[src/rtl/mu0x_datapath.sv]
`default_nettype none
// ============================================================================
// Module      : mu0x_datapath
// Description : MU0-style datapath (PC, IR, Acc, ALU, flags) with an
//               iterative unsigned shift-add multiplier sharing the Acc.
// Revision    : 1.0 - initial release
// ============================================================================
module mu0x_datapath #(
    parameter int DW = 16,
    parameter int AW = 12
) (
    input  logic             Clk,
    input  logic             Reset,
    input  logic [DW-1:0]    Din,
    input  logic             X_sel,
    input  logic             Y_sel,
    input  logic             Addr_sel,
    input  logic             PC_En,
    input  logic             IR_En,
    input  logic             Acc_En,
    input  logic [2:0]       M,
    input  logic             Mul_Start,
    output logic [DW-AW-1:0] F,
    output logic [AW-1:0]    Address,
    output logic [DW-1:0]    Dout,
    output logic             N,
    output logic             Z,
    output logic             C,
    output logic [AW-1:0]    PC,
    output logic [DW-1:0]    Acc,
    output logic             Mul_Busy,
    output logic             Mul_Done
);

    localparam int OPW = DW - AW;
    localparam int CW  = $clog2(DW) + 1;
    localparam logic [CW-1:0] LAST_ITER = CW'(DW - 1);

    typedef enum logic [0:0] {
        S_IDLE = 1'b0,
        S_RUN  = 1'b1
    } mul_state_t;

    mul_state_t      state_q, state_d;
    logic [AW-1:0]   pc_q;
    logic [DW-1:0]   ir_q;
    logic [DW-1:0]   acc_q;
    logic            c_q;
    logic            done_q;
    logic [2*DW-1:0] mcand_q;
    logic [DW-1:0]   mplier_q;
    logic [2*DW-1:0] prod_q;
    logic [CW-1:0]   cnt_q;

    logic [DW-1:0]   x_d, y_d;
    logic [DW:0]     sum_d, inc_d, diff_d;
    logic [DW-1:0]   alu_d;
    logic            alu_c_d;
    logic [2*DW-1:0] prod_d;
    logic            mul_load_d, mul_last_d;

    assign x_d = X_sel ? {{OPW{1'b0}}, pc_q} : acc_q;
    assign y_d = Y_sel ? {{OPW{1'b0}}, ir_q[AW-1:0]} : Din;

    assign sum_d  = {1'b0, x_d} + {1'b0, y_d};
    assign inc_d  = {1'b0, x_d} + {{DW{1'b0}}, 1'b1};
    assign diff_d = {1'b0, x_d} - {1'b0, y_d};

    always_comb begin
        alu_d   = '0;
        alu_c_d = 1'b0;
        case (M)
            3'b000: alu_d = y_d;
            3'b001: begin alu_d = sum_d[DW-1:0];  alu_c_d = sum_d[DW];   end
            3'b010: begin alu_d = inc_d[DW-1:0];  alu_c_d = inc_d[DW];   end
            // Carry on subtract is "no borrow", i.e. X >= Y unsigned.
            3'b011: begin alu_d = diff_d[DW-1:0]; alu_c_d = ~diff_d[DW]; end
            3'b100: alu_d = x_d & y_d;
            3'b101: alu_d = x_d | y_d;
            3'b110: begin alu_d = {x_d[DW-2:0], 1'b0};     alu_c_d = x_d[DW-1]; end
            default: begin alu_d = {x_d[DW-1], x_d[DW-1:1]}; alu_c_d = x_d[0];  end
        endcase
    end

    assign prod_d = mplier_q[0] ? (prod_q + mcand_q) : prod_q;

    always_comb begin
        state_d    = state_q;
        mul_load_d = 1'b0;
        mul_last_d = 1'b0;
        case (state_q)
            S_IDLE: begin
                if (Mul_Start) begin
                    mul_load_d = 1'b1;
                    state_d    = S_RUN;
                end
            end
            default: begin
                if (cnt_q == LAST_ITER) begin
                    mul_last_d = 1'b1;
                    state_d    = S_IDLE;
                end
            end
        endcase
    end

    always_ff @(posedge Clk) begin
        if (!Reset) state_q <= S_IDLE;
        else        state_q <= state_d;
    end

    always_ff @(posedge Clk) begin
        if (!Reset) begin
            pc_q     <= '0;
            ir_q     <= '0;
            acc_q    <= '0;
            c_q      <= 1'b0;
            done_q   <= 1'b0;
            mcand_q  <= '0;
            mplier_q <= '0;
            prod_q   <= '0;
            cnt_q    <= '0;
        end else begin
            done_q <= mul_last_d;
            if (PC_En) pc_q <= alu_d[AW-1:0];
            if (IR_En) ir_q <= Din;

            // The multiplier owns Acc while running; Acc_En only acts in IDLE.
            if (mul_last_d) begin
                acc_q <= prod_d[DW-1:0];
                c_q   <= |prod_d[2*DW-1:DW];
            end else if (state_q == S_IDLE && Acc_En) begin
                acc_q <= alu_d;
                c_q   <= alu_c_d;
            end

            if (mul_load_d) begin
                mcand_q  <= {{DW{1'b0}}, acc_q};
                mplier_q <= Din;
                prod_q   <= '0;
                cnt_q    <= '0;
            end else if (state_q == S_RUN) begin
                prod_q   <= prod_d;
                mcand_q  <= {mcand_q[2*DW-2:0], 1'b0};
                mplier_q <= {1'b0, mplier_q[DW-1:1]};
                cnt_q    <= cnt_q + 1'b1;
            end
        end
    end

    assign F        = ir_q[DW-1:AW];
    assign Address  = Addr_sel ? ir_q[AW-1:0] : pc_q;
    assign Dout     = x_d;
    assign N        = acc_q[DW-1];
    assign Z        = (acc_q == '0);
    assign C        = c_q;
    assign PC       = pc_q;
    assign Acc      = acc_q;
    assign Mul_Busy = (state_q == S_RUN);
    assign Mul_Done = done_q;

endmodule
`default_nettype wire

[config.mk]
export PLATFORM = sky130hd
export DESIGN_NAME = mu0x_datapath
export DESIGN_NICKNAME = d
export VERILOG_FILES = /design/src/rtl/mu0x_datapath.sv
export SDC_FILE = /design/constraint.sdc
export NUM_CORES = 1
export LEC_CHECK = 0
export ABC_AREA = 1
export CAP_MARGIN = 30
export CORE_ASPECT_RATIO = 1.25
export CORE_MARGIN = 2
export CORE_UTILIZATION = 45
export CTS_BUF_LIST = sky130_fd_sc_hd__clkbuf_4 sky130_fd_sc_hd__clkbuf_8
export DETAILED_ROUTE_END_ITERATION = 12
export GPL_TIMING_DRIVEN = 0
export HOLD_SLACK_MARGIN = 0.06
export PLACE_DENSITY = 0.69
export SLEW_MARGIN = 25
export SYNTH_ARGS = -nofsm -noshare
export SYNTH_HDL_FRONTEND = slang
export SYNTH_SLANG_ARGS = --single-unit
[constraint.sdc]
create_clock -name Clk -period 3.65 [get_ports Clk]
set_clock_uncertainty 0.05 [all_clocks]
set_input_delay 0.73 -clock Clk [delete_from_list [all_inputs] [get_ports Clk]]
set_output_delay 0.73 -clock Clk [all_outputs]
set_load 0.05 [all_outputs]
==> results_dict.tcl <==
set metrics [dict create \
    yosysWarnings 0 \
    post_drt_wl_per_cell_um 17.8 \
    finalHoldViolCount 0 \
    ys_async_sr_fraction_pct 0 \
    clk_pin_slew_worst_paths_ns 0.09 \
    drv_slew 0 \
    cp_max_fo 10 \
    placed_cell_area_mm2 0.0128 \
    antenna_found_initial 0 \
    areaGrowthSynthToFinish_pct 15.6 \
    htreeDepth 4 \
    design.die.area_mm2 0.0267 \
    end_kind "primary output" \
    ioPinCount 93 \
    drc_errors 0 \
    timing.hold.ws_ns 0.426 \
    yosysSeqAreaShare_pct 23.1 \
    slew_headroom_pct 41.3 \
    cp.arrival_ns 2.76 \
    outcome "finished, final reports clean" \
    cts_buffer_depth 2 \
    overflow 0 \
    final_cells 2370 \
    min_period_ns 3.54 \
    dp_hpwl_mm 35.3 \
    syn_area_per_cell_um2 6.00 \
    firstDrtPassIters 7 \
    cts_tree "yes" \
    globalRouteTotalUtil_pct 31.2 \
    clock-sinks 132 \
    std_cell_rows 65 \
    yosysUniqueCellTypes 53 \
    drive_gt1_share_pct 5.95 \
    synth_edf_count 0 \
    maxCapViolations 0 \
    fmax_mhz 282 \
    n_antenna_cell 0 \
    rsz0062_at_grt "false" \
    period_share_pct 97.0 \
    dp_slack_ns -1.11 \
    ir_drop_uv 217 \
    fin_util_pct 52.7 \
    die_h_um 182 \
    setup_viol 0 \
    cts_made_buffers 17 \
    grt_max_degree 17 \
    synth_seq_cells 132 \
    power-per-cell-area_mw_per_mm2 328 \
    hold_class "flop to flop" \
    postRouteAntennaNets 0 \
    port_buffers 90 \
    synth_nets 2028 \
    vias 12700 \
    netlist_instances 1909 \
    syn_area_mm2 0.0114 \
    die_x_um 147 \
    cts-root-buf "clkbuf_8" \
    path_class "primary input to primary output" \
    start_kind "primary input" \
    drt_iter0_drc 856 \
    worst_pin_slew_ns 0.877 \
    wirelength_mm 42.3 \
    start_util_pct 45.5 \
    cp.required_ns 2.87 \
    fillers 2652 \
    clock_latency_ns 0.47 \
    dp_cells 2334 \
    via_per_inst 5.34 \
    grt_pass1_wl_mm 65.0 \
    fin_ws_ns 0.109 \
    core_mm2 0.0251 \
    nets 2141 \
    grt_pass1_vias 12200 \
    synth_ff_type "dfxtp_1" \
    globalplace.congestion 0.981 \
    design_area_mm2 0.0132 \
    p_leak_nw 6.68 \
]
synth_stat cells (all sizes together) (5+ instances only):
cell,number,area share (%)
or2,21,1.1
o21bai,8,0.52
nand3,102,4.6
nor3,22,0.96
clkbuf,53,1.7
inv,301,9.9
o21ai,171,8.2
dfxtp,132,23
a31oi,7,0.38
o22ai,12,0.66
ha,88,9.6
nand2,555,18
buf,19,1.0
a211oi,11,0.72
nor2,179,6.4
nor4,8,0.44
nand4,13,0.84
a21oi,131,5.8
nand3b,5,0.44
o221ai,8,0.61
xnor2,12,0.92
a221oi,5,0.38
o211ai,24,1.6
cell families after synthesis:
| logic type | count (synthesis) | share of synthesized area (%) |
|---|---|---|
| buffers and inverters | 374 | 12.7 |
| muxes | 1 | 0.0875 |
| xor gates and xnor gates | 16 | 1.22 |
| adders and majority gates | 91 | 10.1 |
| AOI/OAI and AO/OA | 386 | 19.5 |
| DFF | 132 | 23.1 |
| and+or+nand+nor | 909 | 33.3 |
registers in the layout, summed over array words and instances (netlist names):
name      count
ir_q         16
cnt_q         5
prod_q       32
Acc          16
Mul_Busy      1
C             1
Mul_Done      1
mplier_q     16
mcand_q      32
PC           12
stage by stage:
stage	power (mW)	TNS, ns
after floorplan	2.61	0
after global placement	3.09	-18.93
after detailed placement	3.10	-19.89
after CTS	4.30	0
after global routing	4.54	0
final	4.34	0
final cells by class:
class,count,area [um2],share of cell area [%]
buffer,70,313,2.36
clock buffer,18,241,1.83
clock inverter,14,133,1.00
inverter,302,1130,8.57
multi-input combinational,1403,7410,56.0
sequential,132,2640,20.0
tap,335,419,3.17
timing repair buffer,96,936,7.07
path summary, 6_finish.rpt:
path                startpoint           end  slack (ns)  cells past startpoint
setup / recovery      Addr_sel    Address[6]        0.11                      5
hold / removal    mplier_q[15]  mplier_q[15]        0.43                      2
setup reg to reg         PC[0]       Acc[14]        0.43                     20
hold reg to reg   mplier_q[15]  mplier_q[15]        0.43                      2
critical path, cell delays in order:
cell and delay (ns):
clkdlybuf4s50_1 0.56, clkbuf_1 0.37, nand2_1 0.09, o21ai_0 0.14
clkdlybuf4s50_1 0.87
timing repair:
item,in CTS,in global routing
setup buffers,2,4
pin swaps,2,2
resized for setup,14,19
endpoints found under the setup margin,29,15
hold buffers,0,0
power by group:
group,internal [mW],total [mW],leakage (nW),switching [mW]
clock network,0.510,1.21,0.188,0.701
logic,0.471,1.52,5.41,1.05
registers,1.52,1.60,1.08,0.0853
total,2.50,4.34,6.68,1.84
per-layer routing:
| metal | GRT usage, % | wire [um] | up-vias |
|---|---|---|---|
| met5 | 0 | 0 | - |
| met4 | 21.7 | 3180 | 0 |
| met3 | 3.50 | 1890 | 131 |
| met2 | 58.6 | 21600 | 430 |
| met1 | 32.1 | 15600 | 5761 |
| li1 | - | - | 6336 |
cells in the final DEF (no fill, tap or decap), drive strengths merged, types with 11 or more instances in the layout:
cell           synthesis  routed
buf                   19      27
o21ai                171     171
nand3                102     102
clkdlybuf4s50          0      88
dfxtp                132     132
nor3                  22      22
xnor2                 12      12
a211oi                11      11
o211ai                24      24
nand4                 13      13
clkbuf                53      69
o22ai                 12      12
ha                    88      88
inv                  301     310
nand2                555     555
or2                   21      21
nor2                 179     179
a21oi                131     131
(Power assumes the default switching activity.)
